==> src/rtl/cla_seq_pkg.sv <==
// Shared types and constants for the sequential carry-lookahead adder.
//   state_t   : controller states (IDLE, RUN, DONE)
//   NIBBLE    : width of the time-shared lookahead slice
//   idx_width : bit width needed to count the nibble index
package cla_seq_pkg;

  typedef enum logic [1:0] {
    ST_IDLE = 2'd0,
    ST_RUN  = 2'd1,
    ST_DONE = 2'd2
  } state_t;

  localparam int NIBBLE = 4;

  function automatic int idx_width(input int nslice);
    return (nslice > 1) ? $clog2(nslice) : 1;
  endfunction

endpackage

==> src/rtl/cla_seq_adder_add_slice4.sv <==
// Purely combinational 4-bit carry-lookahead slice.
//   x, y : nibble operands
//   ci   : carry into bit 0
//   s    : nibble sum
//   c3   : carry into bit 3 (used for signed overflow)
//   c4   : carry out of bit 3
module add_slice4 (
  input  logic [3:0] x,
  input  logic [3:0] y,
  input  logic       ci,
  output logic [3:0] s,
  output logic       c3,
  output logic       c4
);

  logic [3:0] g;
  logic [3:0] p;
  logic       c1;
  logic       c2;

  assign g = x & y;
  assign p = x ^ y;

  // Every carry is expanded directly from generate/propagate terms,
  // so no carry depends on a previous carry.
  assign c1 = g[0] | (p[0] & ci);
  assign c2 = g[1] | (p[1] & g[0]) | (p[1] & p[0] & ci);
  assign c3 = g[2] | (p[2] & g[1]) | (p[2] & p[1] & g[0])
            | (p[2] & p[1] & p[0] & ci);
  assign c4 = g[3] | (p[3] & g[2]) | (p[3] & p[2] & g[1])
            | (p[3] & p[2] & p[1] & g[0]) | (p[3] & p[2] & p[1] & p[0] & ci);

  assign s = p ^ {c3, c2, c1, ci};

endmodule

==> src/rtl/cla_seq_adder.sv <==
// Multi-cycle wide adder that steps one 4-bit lookahead slice through
// WIDTH/4 nibbles, LSB first, carrying between steps in a register.
//   clk, rst_n             : clock, async active-low reset
//   in_valid/in_ready      : operand handshake (a, b, cin [, sub])
//   out_valid/out_ready    : result handshake (sum, cout, ovf)
//   busy                   : high while in RUN or DONE
// Optional macro CLA_SEQ_SUB_EN adds the 'sub' input (a - b when set).
//
// state | meaning
// IDLE  | waiting for operands, in_ready high
// RUN   | one nibble per cycle through the slice
// DONE  | result presented until out_ready
module cla_seq_adder
  import cla_seq_pkg::*;
#(
  parameter int WIDTH = 16
) (
  input  logic             clk,
  input  logic             rst_n,
  input  logic             in_valid,
  output logic             in_ready,
  input  logic [WIDTH-1:0] a,
  input  logic [WIDTH-1:0] b,
  input  logic             cin,
`ifdef CLA_SEQ_SUB_EN
  input  logic             sub,
`endif
  output logic             out_valid,
  input  logic             out_ready,
  output logic [WIDTH-1:0] sum,
  output logic             cout,
  output logic             ovf,
  output logic             busy
);

  localparam int NSLICE = WIDTH / NIBBLE;
  localparam int IW     = idx_width(NSLICE);

  if ((WIDTH % NIBBLE) != 0 || WIDTH < 8) begin : g_bad_width
    $error("cla_seq_adder: WIDTH must be a multiple of 4 and at least 8");
  end

  state_t           state;
  state_t           state_nxt;
  logic [WIDTH-1:0] a_reg;
  logic [WIDTH-1:0] b_reg;
  logic             carry;
  logic [IW-1:0]    idx;
  logic             last;
  logic             sub_eff;
  logic [3:0]       s_nib;
  logic             c3;
  logic             c4;

`ifdef CLA_SEQ_SUB_EN
  assign sub_eff = sub;
`else
  assign sub_eff = 1'b0;
`endif

  assign last = (idx == IW'(NSLICE - 1));

  // Operand registers shift right each RUN cycle, so the slice always
  // sees the current nibble in bits [3:0].
  add_slice4 u_slice (
    .x  (a_reg[3:0]),
    .y  (b_reg[3:0]),
    .ci (carry),
    .s  (s_nib),
    .c3 (c3),
    .c4 (c4)
  );

  always_ff @(posedge clk or negedge rst_n) begin
    if (!rst_n) state <= ST_IDLE;
    else        state <= state_nxt;
  end

  always_comb begin
    state_nxt = state;
    in_ready  = 1'b0;
    out_valid = 1'b0;
    busy      = 1'b0;
    case (state)
      ST_IDLE: begin
        in_ready = 1'b1;
        if (in_valid) state_nxt = ST_RUN;
      end
      ST_RUN: begin
        busy = 1'b1;
        if (last) state_nxt = ST_DONE;
      end
      ST_DONE: begin
        busy      = 1'b1;
        out_valid = 1'b1;
        if (out_ready) state_nxt = ST_IDLE;
      end
      default: state_nxt = ST_IDLE;
    endcase
  end

  always_ff @(posedge clk or negedge rst_n) begin
    if (!rst_n) begin
      a_reg <= '0;
      b_reg <= '0;
      carry <= 1'b0;
      idx   <= '0;
      sum   <= '0;
      cout  <= 1'b0;
      ovf   <= 1'b0;
    end else begin
      case (state)
        ST_IDLE: begin
          if (in_valid) begin
            a_reg <= a;
            b_reg <= sub_eff ? ~b : b;
            carry <= sub_eff ? 1'b1 : cin;
            idx   <= '0;
          end
        end
        ST_RUN: begin
          a_reg <= a_reg >> NIBBLE;
          b_reg <= b_reg >> NIBBLE;
          carry <= c4;
          idx   <= idx + IW'(1);
          for (int i = 0; i < NSLICE; i++) begin
            if (idx == IW'(i)) sum[i*NIBBLE +: NIBBLE] <= s_nib;
          end
          if (last) begin
            cout <= c4;
            ovf  <= c3 ^ c4;
          end
        end
        default: ;
      endcase
    end
  end

endmodule
==> config.mk <==
export PLATFORM = sky130hd
export DESIGN_NAME = cla_seq_adder
export DESIGN_NICKNAME = d
export VERILOG_FILES = /design/src/rtl/cla_seq_pkg.sv /design/src/rtl/cla_seq_adder_add_slice4.sv /design/src/rtl/cla_seq_adder.sv
export SDC_FILE = /design/constraint.sdc
export NUM_CORES = 1
export LEC_CHECK = 0
export CORE_MARGIN = 2
export CORE_UTILIZATION = 51
export DETAILED_ROUTE_END_ITERATION = 10
export GPL_TIMING_DRIVEN = 0
export PLACE_DENSITY = 0.77
export REMOVE_ABC_BUFFERS = 1
export SETUP_SLACK_MARGIN = 0.15
export SLEW_MARGIN = 10
export SYNTH_ARGS = -nofsm -noshare
export SYNTH_HDL_FRONTEND = slang
export SYNTH_SLANG_ARGS = --single-unit
==> constraint.sdc <==
create_clock -name clk -period 1.7 [get_ports clk]
set_clock_uncertainty 0.05 [all_clocks]
set_input_delay 0.34 -clock clk [delete_from_list [all_inputs] [get_ports clk]]
set_output_delay 0.34 -clock clk [all_outputs]
set_load 0.01 [all_outputs]
-- Yosys cells after proc, flatten, opt, wreduce, memory -nomap -nowiden
Index checks and enable logic that the tools add are counted.
- bits in registers: 55
- bits of input ports: 37
- output and inout bits: 21
- logic and storage cells: 75
- add/subtract/negate cells: 1
- equal/unequal tests: 8
- muxes and demuxes: 15
- bitwise gates (word level): 30
- reduce and logical (&&, ||, !) cells: 10
- operator list (operator ; count):
    16-bit case mux with 2 select lines ; 2
    16-bit two-way mux ; 2
    1-bit AND ; 16
    1-bit bitwise OR ; 10
    2-bit AND reduction ; 5
    2-bit two-way mux ; 4
    4-bit bitwise XOR ; 2
    2-bit == test (second input constant) ; 3
    2-bit inequality test (second input constant) ; 3
    2-bit case mux with 3 select lines ; 1
    4-bit AND ; 1
    2-bit by 1-bit == test with 1-bit output (second input constant) ; 2
    2-bit logical NOT ; 2
    1-bit two-way mux ; 4
    2-bit case mux with 2 select lines ; 1
    3-bit AND reduction ; 1
    2-bit by 1-bit adder with 2-bit output (second input constant) ; 1
    1-bit case mux with 2 select lines ; 1
    2-bit nonzero test ; 1
    2-bit OR reduction ; 1
    1-bit bitwise XOR ; 1

-- Longest topological paths before layout
Gate-level depths: netlist of the first run.
- word-level depth: 7
- depth in mapped cells: 8
- gate-level depth less buffers: 6

-- Modules after synthesis
A second synthesis of the first run with hierarchy kept.
- cell total of the unflattened synthesis: 231
- area, all modules: 2697.6 um2
- modules (own cells, without submodules) (module ; instances ; cells each ; area each (um2) ; sequential area each (um2)):
    cla_seq_adder ; 1 ; 213 ; 2542.4 ; 1376.3
    add_slice4 ; 1 ; 18 ; 155.1 ; 0.0

-- Worst setup path after synthesis of the first run
Ideal clock, no wire load.
- kind: register to register
- start point: reg state[0]
- end point: reg state[0]
- library setup time: 0.076 ns
- data arrival time: 1.436 ns
- slack: 0.137 ns
- stages on the path, launching flop included: 9
- path buffers: 2
- clock period less this slack: 1.563 ns
- cell sequence: dfrtp_1 inv_1 ha_1 buf_6 nor2b_4 buf_6 a221oi_4 nand2_1 o21ai_1
- word-level cells in the longest chain between the ends: 3
- elaborated cells between the ends (all ways): 8
- classes of those cells: eq/ne: 5; mux: 1; reduce/logical: 2
- ends and longest elaborated chain (what ; line ; text):
    start: declaration ; cla_seq_adder.sv:43 ; state_t state;
    start signal: assignment ; cla_seq_adder.sv:76 ; else state <= state_nxt;
    2-bit by 1-bit == test with 1-bit output, or another cell as far along ; cla_seq_adder.sv:84 ; case (state)
    2-bit inequality test (no line) ; - ;
    3-bit AND reduction (no line) ; - ;
Several ways; a longest one is shown, not always the timed one.
A chain may end at the register's enable or synchronous reset.

-- Final worst setup path of the first run
- start point: reg state[1]
- end point: reg carry
- word-level cells in the longest chain between the ends: 3
- elaborated cells between the ends (all ways): 6
- classes of those cells: eq/ne: 2; mux: 1; reduce/logical: 3
- ends and longest elaborated chain (what ; line ; text):
    2-bit by 1-bit == test with 1-bit output / 2-bit logical NOT (equally long branches) ; cla_seq_adder.sv:112 ; case (state)
    2-bit nonzero test (no line) / 2-bit inequality test (equally long branches) ; - ;
    2-bit AND reduction (no line) ; - ;
    end signal: assignment ; cla_seq_adder.sv:117 ; carry <= sub_eff ? 1'b1 : cin;
    end: declaration ; cla_seq_adder.sv:47 ; logic carry;
Several ways; a longest one is shown, not always the timed one.

==> summary.md, run 1 <==
The run finished with clean final reports. The die is 76.80 um tall. The tools report the endpoint of the worst hold-timing path as sum[11].

The worst hold path stage count was 2; the number of enable flip-flop cells after synthesis was 0. Counting along the longest clock path gives a buffer depth of 2. The analysis attributes to cell leakage a power of 0.001896 uW. The tools report the worst hold margin as 432.5 ps.

The number of CTS-inserted buffers came out at 5. Max-slew headroom at the worst pin: 64.98%. The tools report the start point of the worst min-delay path as sum[11]. The met1 demand-to-capacity share in global routing is 28.43%, and the cell row count is 26. Once detail routing completed, the nets flagged for antenna violations numbered 0.

Measured on the finished design, the core utilization comes to 81.21%. For this run, the leading register cell type out of synthesis is sky130_fd_sc_hd__dfrtp_1. At the end of routability-driven placement, the weighted congestion stood at 0.7387. The filler cells instantiated in the layout total 306. The tree built by TritonCTS fans out to 55 sinks. The cell count after synthesis came out at 265.

For the worst-skew pair, the clock arrives at the later sink with an insertion delay of 300 ps. The synthesis-stage register bit count was 55. The average via count per standard cell was 5.467. The path class of the tightest hold or removal check is flip-flop to flip-flop.

The logs give 5107 sq um for the core box area and 1.242 mV for the largest vdd supply drop. The run gives 0 as the total of max-cap violations. The critical path in this run is classified as flip-flop to flip-flop. Global routing consumed, on the met3 layer, 3.882% of the routing resources.

The count of different cell masters after synthesis was 29. The endpoint of the most critical register-to-register path was carry. The run gives 0 as the final global-route overflow total. The count of pins over their slew limit came out at 0. Global routing consumed, on the met2 layer, 35.53% of the routing resources. The starting utilization of the core area is 52.92%, and the wire length of the first global-routing pass is 10220 um. The die extent in x came out at 76.80 um.

For the pin with the worst max-slew slack, the measured transition is 525.3 ps. Shortest clock period the worst path allows after layout: 1656 ps. The count of inserted antenna diode cells came out at 0. Total I/O pin count: 58.

The initial antenna violation count came out at 0. The maximum level of the CTS H-tree is 2. Across all layers, the routed design uses 2351 vias. In the finished design, the share of the clock period the worst path needs comes to 97.44%. The number of cells on the worst reg-to-reg path was 7; the aggregate global-route resource usage was 21.40%. In this run the most used layer during global routing was met2. After synthesis, flip-flops and latches occupy 50.93% of the total area. The share of layout cells above drive strength 1 came out at 30.28%.

STA puts the critical path data required time at 1820 ps. The number of endpoints with negative hold slack in the final report came out at 0. The most common cell after layout, fill and taps aside was sky130_fd_sc_hd__dfrtp_1. Entering global routing, the biggest net connects 34 pins.

For this block, the initial DRC count from the detailed router was 106. The tree is rooted in a sky130_fd_sc_hd__clkbuf_8. The run gives 5897 sq um as the area enclosed by the die boundary. The total power is 8869 uW, and the average cell area after synthesis is 10.20 sq um. Buffers placed on the I/O ports in this run total 57. After synthesis the cells add up to 2703 sq um. After detailed routing, the total wire length is 7300 um. The first detailed-routing pass took 5 iterations. Setup repair after global routing could not meet its margin everywhere.

STA classifies the critical path endpoint as a flip-flop. For this run, the top clock speed supported by timing is 0.6037 GHz. In the routed design, unresolved DRC markers number 0. The net count of the finished layout is 410. In the layout the commonest cells are sky130_fd_sc_hd__dfrtp_1 (53), sky130_fd_sc_hd__o21ai_1 (40), sky130_fd_sc_hd__nand2_1 (38), sky130_fd_sc_hd__clkdlybuf4s50_1 (34), sky130_fd_sc_hd__mux2i_1 (25). The setup slack on the worst flop-to-flop path came out at 40 ps. Type of element launching the critical path: a flip-flop. In the synthesized netlist the async set-or-reset flop fraction comes to 100.0%. Setup violations remaining at the end of the flow were counted as 0. Power density over cell area: 2138 nW/um^2. TritonCTS built the clock tree. From synthesis to final layout, the design area changed by 53.47%. The startpoint identified for the worst register-to-register timing path is state[1]. Dividing the detail-routed wire length by the instance count gives 16.98 um. The largest driver fanout on the critical path was 9. The arrival time of the worst setup path is 1780 ps. For this run, the number of Yosys warnings is 0. The number of global-route vias before repair came out at 2231. The HPWL after detailed placement is 3658 um.

After clock tree synthesis, the clock-pin slew on the worst setup and hold paths is 90 ps.
## metal layers
layer  vias to the layer above  share of wire (%)
met1                      1151                 41
met5                         -                  0
met4                         0                1.4
li1                       1097                  -
met3                        13                5.9
met2                        90                 52
## stage by stage
step                      TNS, ps  std cells  worst slack (ps)  cell area, sq um
after floorplan            -55160        251             -1391              2614
after global placement    -175370        378             -2276              3272
after detailed placement   -19530        381            -714.7              3337
after CTS                       0        411             90.70              3726
after global routing       -1.597        430            -1.597              4148
final                           0        430             43.55              4148
## critical path, cell delays in order (launching register included)
cell and delay, ps:
sky130_fd_sc_hd__dfrtp_1 390, sky130_fd_sc_hd__inv_2 80, sky130_fd_sc_hd__buf_12 130, sky130_fd_sc_hd__ha_4 190, sky130_fd_sc_hd__buf_12 150, sky130_fd_sc_hd__nor4bb_2 310
sky130_fd_sc_hd__a21o_1 150, sky130_fd_sc_hd__a31oi_1 70
## worst max path at each step
stage	slack [ps]	end	start
floorplan	-1390	carry	state[1]
global placement	-2280	carry	state[1]
detailed placement	-710	carry	state[0]
CTS	90	sum[15]	b_reg[0]
global route	-2	carry	state[1]
finish	40	carry	state[1]
## cells by family after synthesis
group	share of synthesized area, %
AO/OA/AOI/OAI	15.74
AND/OR/NAND/NOR	11.53
flip-flops	50.93
multiplexers	9.259
buffers and inverters	4.537
adder cells (fa/ha/maj)	6.759
XOR/XNOR	1.250
## Yosys cell counts, types with 2 or more instances
| cell type | count | area share [%] |
|---|---|---|
| sky130_fd_sc_hd__nor2b_1 | 8 | 1.9 |
| sky130_fd_sc_hd__a21o_1 | 2 | 0.56 |
| sky130_fd_sc_hd__buf_2 | 8 | 1.5 |
| sky130_fd_sc_hd__buf_6 | 2 | 0.83 |
| sky130_fd_sc_hd__dfrtp_1 | 55 | 51 |
| sky130_fd_sc_hd__mux2i_1 | 25 | 9.3 |
| sky130_fd_sc_hd__a31oi_1 | 10 | 2.3 |
| sky130_fd_sc_hd__nand3_1 | 2 | 0.37 |
| sky130_fd_sc_hd__nand2_1 | 58 | 8.1 |
| sky130_fd_sc_hd__a21oi_1 | 3 | 0.56 |
| sky130_fd_sc_hd__inv_1 | 9 | 1.2 |
| sky130_fd_sc_hd__xor2_1 | 2 | 0.65 |
| sky130_fd_sc_hd__o21ai_1 | 51 | 9.4 |
| sky130_fd_sc_hd__buf_4 | 3 | 0.83 |
| sky130_fd_sc_hd__ha_1 | 13 | 6.0 |
## repair_timing
action,in CTS,in global routing
setup endpoints to repair,76,58
pin swaps,12,25
gates cloned,1,4
hold buffers,1,0
resized for setup,49,60
hold endpoints to repair,22,0
setup buffers,20,15
## cell type report
cell class              instances  area [sq um]  area share (%)
well taps                      70         87.58           2.112
multi-input cells             187          1460           35.20
clock inverters                 1         5.005          0.1207
inverters                       9         33.78          0.8145
flip-flops and latches         55          1379           33.24
clock buffers                   7         76.32           1.840
repair buffers                101          1106           26.67
## where the power goes
| part | internal (uW) | leakage (uW) | total, uW | switching [uW] |
|---|---|---|---|---|
| logic | 3030 | 0.00116 | 5850 | 2820 |
| clock network | 291 | 0.0000422 | 695 | 405 |
| registers | 1910 | 0.000693 | 2320 | 413 |
No activity file was read; power rests on OpenSTA's default activity.
==> run 2, diff against run 1 <==
--- a/config.mk
+++ b/config.mk
@@ -5,8 +5,11 @@
 export SDC_FILE = /design/constraint.sdc
 export NUM_CORES = 1
 export LEC_CHECK = 0
+export CAP_MARGIN = 10
+export CELL_PAD_IN_SITES_DETAIL_PLACEMENT = 1
+export CELL_PAD_IN_SITES_GLOBAL_PLACEMENT = 1
 export CORE_MARGIN = 2
-export CORE_UTILIZATION = 51
+export CORE_UTILIZATION = 39
 export DETAILED_ROUTE_END_ITERATION = 10
 export GPL_TIMING_DRIVEN = 0
 export PLACE_DENSITY = 0.77
==> run 2 against run 1 <==
Compared with the run above:
- wire length rose by 25%
- power rose by 9.7%
- die area rose by 29%
- global-route usage fell by 0.45 points
- worst setup slack got worse by 43 ps
- highest routed layer unchanged
- register-to-register slack got worse by 40 ps
- final cell count rose by 1.6%
- utilization fell by 18 points
- critical endpoint is now b_reg[0]
==> summary.md, run 2 (synthesis gave the netlist of run 1 again) <==
The power density over cell area works out to 2287 nW/um^2 (was 2138 nW/um^2). Commonest non-fill, non-tap cells in the layout: sky130_fd_sc_hd__dfrtp_1 (55), sky130_fd_sc_hd__nand2_1 (46), sky130_fd_sc_hd__o21ai_1 (35), sky130_fd_sc_hd__clkdlybuf4s50_1 (34), sky130_fd_sc_hd__mux2i_1 (21) (was sky130_fd_sc_hd__dfrtp_1 (53), sky130_fd_sc_hd__o21ai_1 (40), sky130_fd_sc_hd__nand2_1 (38), sky130_fd_sc_hd__clkdlybuf4s50_1 (34), sky130_fd_sc_hd__mux2i_1 (25)). The total I/O pin count came out at 58 (unchanged). The category of the worst setup path capture point is a flip-flop (unchanged).

The highest cell delay on the worst timing path is 410 ps (was 390 ps), and the count of nets after finishing is 408 (was 410). The routed length per placed instance came out at 20.93 um (was 16.98 um). Class of the most critical setup path: flip-flop to flip-flop (unchanged). The run gives 319 um (was 434 um) as the total length of routed met3 wires.

The area enclosed by the die boundary is 7612 sq um (was 5897 sq um), and the wire length of the first global-routing pass is 12170 um (was 10220 um). The starting utilization of the core area is 40.00% (was 52.92%), and the via count is 2358 (was 2351). The number of global-route vias before repair is 2398 (was 2231). The number of design rule violations left after detail routing was 0 (unchanged); the largest driver fanout on the critical path was 6 (was 9).

Cells traversed along the worst timing path: buf_6, ha_4, buf_12, o21ai_4, buf_6, clkbuf_16, nand2_1, o21ai_1 (was inv_2, buf_12, ha_4, buf_12, nor4bb_2, a21o_1, a31oi_1). The amount of wire on met2 after detailed routing is 4654 um (was 3770 um), and the number of CTS-inserted buffers is 5 (unchanged). The pin count of the biggest net entering global routing is 56 (was 34).

The number of hold buffers added after cts came out at 0 (was 1). For the count of endpoints failing setup in the final report, the log shows 0 (unchanged). The global placer's final weighted congestion was 0.6938 (was 0.7387); the least setup slack across all paths after layout was 0.1426 ps (was 43.55 ps). The clock transition at the registers of the reported paths is 110 ps (was 90 ps), and the number of fill cells in the layout is 720 (was 306).

Total of max-cap violations: 0 (unchanged). TritonCTS built the clock tree. The logs give 0 (unchanged) for the initial antenna violation count and 1890 ps (was 1780 ps) for the arrival time of the worst setup path.

The post-route standard cell area excluding fillers was 4254 sq um (was 4148 sq um). The clock network latency to the later pin of the worst-skew pair was 320 ps (was 300 ps). The logs give 0 (unchanged) for the final antenna-violating net count and 4014 um (was 2990 um) for the routed length on met1.

The part of the cycle the worst path needs came out at 99.99% (was 97.44%). The run gives 0 (unchanged) as the count of inserted antenna diode cells. The flow ran to the end, and the final reports show no timing, DRC or antenna violations. The area growth from synthesis to final layout works out to 57.41% (was 53.47%). For the total wire length after detailed routing, the log shows 9146 um (was 7300 um).

Number of endpoints with negative hold slack in the final report: 0 (unchanged). The sum of net half-perimeters after detailed placement came out at 4073 um (was 3658 um). Share of layout cells above drive strength 1: 30.81% (was 30.28%). The placed standard-cell area is 3339 sq um (was 3337 sq um). Total buffers and inverters traversed by the critical path: 4 (was 3). The largest delay contributor family on the critical path was buffers and inverters (was flip-flops). The launching element of the worst setup path is state[0] (was state[1]). For the maximum level of the CTS H-tree, the log shows 2 (unchanged). The cell with the most instances on the worst path was sky130_fd_sc_hd__buf_6 (was sky130_fd_sc_hd__buf_12). The pin slew with the least headroom to its limit was 716.7 ps (was 525.3 ps); the total power was 9730 uW (was 8869 uW). Starting DRC count in detailed routing: 63 (was 106). The die outline height is 87.25 um (was 76.80 um). The count of pins over their slew limit is 0 (unchanged). The average via count per standard cell is 5.396 (was 5.467).

The run gives 4 (was 5) as the detailed-routing iteration count for the pre-antenna-repair pass. Clock root buffer: sky130_fd_sc_hd__clkbuf_8 (unchanged). The max-slew headroom at the worst pin is 52.22% (was 64.98%), and the pre-CTS setup slack is -778.2 ps (was -714.7 ps). The tools report the leakage power summed over all cells as 0.001919 uW (was 0.001896 uW).

Cell row count: 30 (was 26). The total number of clock tree sinks came out at 55 (unchanged). Final global-route overflow total: 0 (unchanged). Setup repair after global routing could not meet its margin everywhere. The type of element launching the critical path was a flip-flop (unchanged). The number of port buffers is 57 (unchanged).

The number of buffers on the longest clock path was 2 (unchanged). The top layer reached by signal wires was met4 (unchanged). Most common cell after layout, fill and taps aside: sky130_fd_sc_hd__dfrtp_1 (unchanged). The run gives 0 ps (unchanged) as the total negative slack for setup checks. The tools report the largest vdd supply drop as 0.9801 mV (was 1.242 mV).

Core box area: 6756 sq um (was 5107 sq um). The tools report the top achievable clock speed as 0.5883 GHz (was 0.6037 GHz). The worst-path cell with the longest stage delay is sky130_fd_sc_hd__dfrtp_1 (unchanged). The data required time at the worst endpoint is 1890 ps (was 1820 ps). Die extent in x: 87.25 um (was 76.80 um). The worst flop-to-flop path startpoint was state[0] (was state[1]). Path type of the worst min-delay path: input pin to async pin (was flip-flop to flip-flop).

The shortest clock period the worst path allows after layout was 1700 ps (was 1656 ps); the aggregate global-route resource usage was 20.95% (was 21.40%).
run 2: cell count changes in the layout (fill, tap and decap cells not counted), sizes merged:
cell / change
bufbuf: +1
dlygate4sd3: -1
clkdlybuf4s15: -1
buf: -2
clkbuf: -1
dlygate4sd2: +1
run 2: stage by stage:
step                utilization, %  std cells  hold slack [ps]
global placement             48.61        388            411.3
global route                 62.96        437            78.08
finish                       62.96        437            24.24
floorplan                        -        251           -5.591
CTS                          57.44        425            54.02
detailed placement           49.43        390            389.8
run 2: routing by layer:
metal | track usage (%) | vias to the layer above
met5 | 0 | -
met4 | 8.112 | 0
met3 | 3.886 | 12
met2 | 35.54 | 62
met1 | 26.45 | 1186
li1 | - | 1098
run 2: final timing paths:
path                                 end  slack, ps  cells past startpoint
worst max-delay path            b_reg[0]        0.1                      8
worst min-delay path            b_reg[9]         20                      1
worst max register to register  b_reg[0]        0.1                      8
worst min register to register    sum[7]        430                      2
max in group asynchronous       a_reg[6]       1110                      1
min in group clk                  sum[7]        430                      2
run 2: cell type report:
class,count,area (sq um),share of cell area (%)
Multi-Input combinational cell,187,1509,35.47
Sequential cell,55,1376,32.35
Timing Repair Buffer,99,1147,26.97
Tap cell,80,100.1,2.353
Clock buffer,6,82.58,1.941
Inverter,9,33.78,0.7941
Clock inverter,1,5.005,0.1176
run 2: what timing repair did:
item,4_1_cts,5_1_grt
buffers inserted,23,8
pin swaps,19,25
endpoints found under the setup margin,76,57
endpoints found under the hold margin,0,0
cloned,5,4
gates resized for setup,64,54
run 2: worst register-to-register path, delay by kind of cell (launching register included):
| kind | cells | cell delay (ps) |
|---|---|---|
| simple gates | 1 | 50 |
| buf+inv | 4 | 610 |
| fa+ha+maj | 1 | 170 |
| compound gates | 2 | 320 |
| flops | 1 | 410 |
run 2: report_power, final:
part | total (uW) | switching, uW | internal, uW | leakage, uW
sequential | 2370 | 467 | 1910 | 0.000695
combinational | 6590 | 3160 | 3430 | 0.00118
clock | 766 | 444 | 322 | 0.0000470
==> run 3, diff against run 2 <==
--- a/config.mk
+++ b/config.mk
@@ -11,8 +11,8 @@
 export CORE_MARGIN = 2
 export CORE_UTILIZATION = 39
 export DETAILED_ROUTE_END_ITERATION = 10
-export GPL_TIMING_DRIVEN = 0
-export PLACE_DENSITY = 0.77
+export GPL_TIMING_DRIVEN = 1
+export PLACE_DENSITY_LB_ADDON = 0.1
 export REMOVE_ABC_BUFFERS = 1
 export SETUP_SLACK_MARGIN = 0.15
 export SLEW_MARGIN = 10
==> run 3 against run 2 <==
Compared with the run above:
- the flow now finishes with violations (setup timing)
- via count is 3.1% higher
- register-to-register slack got worse by 70 ps
- critical path depth unchanged
- final cell count up 3.4%
- worst setup slack got worse by 70 ps
- critical path type unchanged
- largest cell class unchanged
- highest routed layer unchanged
==> summary.md, run 3 (synthesis gave the netlist of run 1 again) <==
Top achievable clock speed: 0.5651 GHz (was 0.5883 GHz). The run gives 0 (unchanged) as the number of endpoints with negative hold slack in the final report. The tools report the starting DRC count in detailed routing as 73 (was 63). The run gives 2472 (was 2398) as the number of global-route vias before repair.

TritonCTS built the clock tree. For the number of design rule violations left after detail routing, the log shows 0 (unchanged). The tools report the clock root buffer as sky130_fd_sc_hd__clkbuf_8 (unchanged). The tools report the arrival time of the worst setup path as 1940 ps (was 1890 ps). Wire length of the first global-routing pass: 12650 um (was 12170 um). Area used by sequential logic in the layout: 1376 sq um (unchanged).

The tools report the total number of clock tree sinks as 55 (unchanged). The category of the worst setup path capture point is a flip-flop (unchanged). The count of endpoints failing setup in the final report came out at 2 (was 0). The detailed-routing iteration count for the pre-antenna-repair pass came out at 4 (unchanged). Worst flop-to-flop path startpoint: state[1] (was state[0]).

The via count came out at 2431 (was 2358). For the sum of net half-perimeters after detailed placement, the log shows 4510 um (was 4073 um). For the max-slew headroom at the worst pin, the log shows 77.53% (was 52.22%).

The final cell utilization of the core is 64.78% (was 62.96%), and the number of port buffers is 57 (unchanged). Cell total after placement: 407 (was 390). The tools report the capture point of the worst path as carry (was b_reg[0]). The number of cells on the worst reg-to-reg path works out to 8 (unchanged). The logs give 40.00% (unchanged) for the starting utilization of the core area and 2 (unchanged) for the maximum level of the CTS H-tree. The final reports fail on setup timing. The type of element launching the critical path is a flip-flop (unchanged). The run gives 0 (unchanged) as the final antenna-violating net count. The die extent in x is 87.25 um (unchanged), and the average via count per standard cell is 5.378 (was 5.396). The number of buffers on the longest clock path is 2 (unchanged). The total negative slack for setup checks is -85.15 ps (was 0 ps).

The pin slew with the least headroom to its limit works out to 337.1 ps (was 716.7 ps). The endpoint of the most critical register-to-register path is carry (was b_reg[0]). The routed length per placed instance works out to 21.20 um (was 20.93 um). The clock transition at the registers of the reported paths was 100 ps (was 110 ps); the pin count of the biggest net entering global routing was 56 (unchanged). Least setup slack across all paths after layout: -69.75 ps (was 0.1426 ps).

The total I/O pin count was 58 (unchanged). The flow ran to the end, but the final reports show violations. The data required time at the worst endpoint is 1870 ps (was 1890 ps), and the shortest clock period the worst path allows after layout is 1770 ps (was 1700 ps).

The leakage power summed over all cells is 0.001982 uW (was 0.001919 uW). The tools report the launching element of the worst setup path as state[1] (was state[0]). The area of the multi-input gates is 1533 sq um (was 1509 sq um), and the number of CTS-inserted buffers is 5 (unchanged).

The most common cell after layout, fill and taps aside is sky130_fd_sc_hd__dfrtp_1 (unchanged). Commonest non-fill, non-tap cells in the layout: sky130_fd_sc_hd__dfrtp_1 (55), sky130_fd_sc_hd__o21ai_1 (38), sky130_fd_sc_hd__clkdlybuf4s50_1 (35), sky130_fd_sc_hd__nand2_1 (31), sky130_fd_sc_hd__buf_4 (25) (was sky130_fd_sc_hd__dfrtp_1 (55), sky130_fd_sc_hd__nand2_1 (46), sky130_fd_sc_hd__o21ai_1 (35), sky130_fd_sc_hd__clkdlybuf4s50_1 (34), sky130_fd_sc_hd__mux2i_1 (21)). Setup repair after global routing could not meet its margin everywhere. The logs give 30 (unchanged) for the cell row count and 3482 sq um (was 3339 sq um) for the placed standard-cell area.

Part of the cycle the worst path needs: 104.1% (was 99.99%). For the clock network latency to the later pin of the worst-skew pair, the log shows 320 ps (about the same). For the count of inserted antenna diode cells, the log shows 0 (unchanged).

Class of the most critical setup path: flip-flop to flip-flop (unchanged). The run gives 6756 sq um (unchanged) as the core box area. The largest driver fanout on the critical path is 6 (unchanged). Total wire length after detailed routing: 9582 um (was 9146 um).

The largest vdd supply drop is 0.9011 mV (was 0.9801 mV). The number of standard cells in the layout, taps in and fillers out is 452 (was 437), and the power density over cell area is 2256 nW/um^2 (was 2287 nW/um^2). For the final global-route overflow total, the log shows 0 (unchanged). The path type of the worst min-delay path was flip-flop to flip-flop (was input pin to async pin).

The tools report the initial antenna violation count as 0 (unchanged). The setup slack on the worst flop-to-flop path is -70 ps (was 0.1 ps). The area enclosed by the die boundary came out at 7612 sq um (unchanged). The tools report the aggregate global-route resource usage as 21.86% (was 20.95%). The area growth from synthesis to final layout works out to 61.94% (was 57.41%).

The logs give 0.7174 (was 0.6938) for the global placer's final weighted congestion and 0 (unchanged) for the count of pins over their slew limit. Die outline height: 87.25 um (unchanged). The total of max-cap violations was 0 (unchanged); the number of fill cells in the layout was 720 (unchanged). The share of layout cells above drive strength 1 is 36.29% (was 30.81%). The count of nets after finishing was 422 (was 408).

The run gives 4377 sq um (was 4254 sq um) as the post-route standard cell area excluding fillers.
-- run 3: cell count changes in the layout (fill, tap and decap cells not counted), moves of 2 or more --
cell / previous run / this run
sky130_fd_sc_hd__nand2_1: 46 / 31
sky130_fd_sc_hd__nand2_2: 9 / 20
sky130_fd_sc_hd__buf_4: 18 / 25
sky130_fd_sc_hd__buf_6: 12 / 18
sky130_fd_sc_hd__buf_12: 2 / 6
sky130_fd_sc_hd__nand2_8: 0 / 3
sky130_fd_sc_hd__o21ai_1: 35 / 38
sky130_fd_sc_hd__buf_16: 5 / 3
sky130_fd_sc_hd__buf_2: 0 / 2
sky130_fd_sc_hd__buf_8: 4 / 2
sky130_fd_sc_hd__clkbuf_16: 4 / 2
sky130_fd_sc_hd__nor2b_1: 8 / 6
sky130_fd_sc_hd__xor2_1: 0 / 2
-- run 3: power breakdown --
part / internal [uW] / total, uW / switching, uW / leakage, uW
clock: 373 / 813 / 440 / 0.0000515
sequential: 1910 / 2390 / 486 / 0.000695
combinational: 3440 / 6670 / 3230 / 0.00124
-- run 3: cell type report --
class,count,area share (%)
well taps,80,2.287
inverters,9,0.7719
flip-flops and latches,55,31.45
clock buffers,8,2.287
repair buffers,113,28.19
multi-input cells,187,35.02
-- run 3: routing by layer --
layer	vias to the layer above	GRT usage (%)	wire [um]
li1	1129	-	-
met1	1216	27.06	3893
met2	67	38.77	5136
met3	19	3.412	317
met4	0	7.133	235
met5	-	0	0
-- run 3: worst min path at each step --
| stage | end | start | cells past startpoint |
|---|---|---|---|
| detailed placement | a_reg[10] | rst_n | 2 |
| floorplan | a_reg[0] | rst_n | 0 |
| finish | b_reg[9] | b_reg[9] | 2 |
| global placement | a_reg[10] | rst_n | 2 |
| global route | sum[6] | sum[6] | 2 |
| CTS | sum[5] | sum[5] | 2 |
-- run 3: worst max-delay path, stage by stage, from the launching register on --
cell and delay (ps):
sky130_fd_sc_hd__dfrtp_1 420, sky130_fd_sc_hd__inv_2 110, sky130_fd_sc_hd__buf_6 110, sky130_fd_sc_hd__ha_4 220, sky130_fd_sc_hd__o21ai_4 110, sky130_fd_sc_hd__buf_6 130
sky130_fd_sc_hd__buf_6 120, sky130_fd_sc_hd__a21o_1 190, sky130_fd_sc_hd__a31oi_2 220
-- run 3: per-stage QoR --
step                      total power, uW  setup WS, ps  hold slack [ps]
after CTS                            8246         81.65            438.7
after global routing                10400        -102.9            475.7
after global placement               6169        -5.243            318.0
final                                9872        -69.75            443.0
after floorplan                      4523         -1391           -5.591
after detailed placement             6333        -46.67            313.7
-- run 3: repair_timing --
item	CTS	global route
gates cloned	4	2
hold buffers	1	0
buffers inserted	19	11
gates resized for setup	59	78
pin swaps	16	29
setup endpoints to repair	75	54
endpoints found under the hold margin	55	0
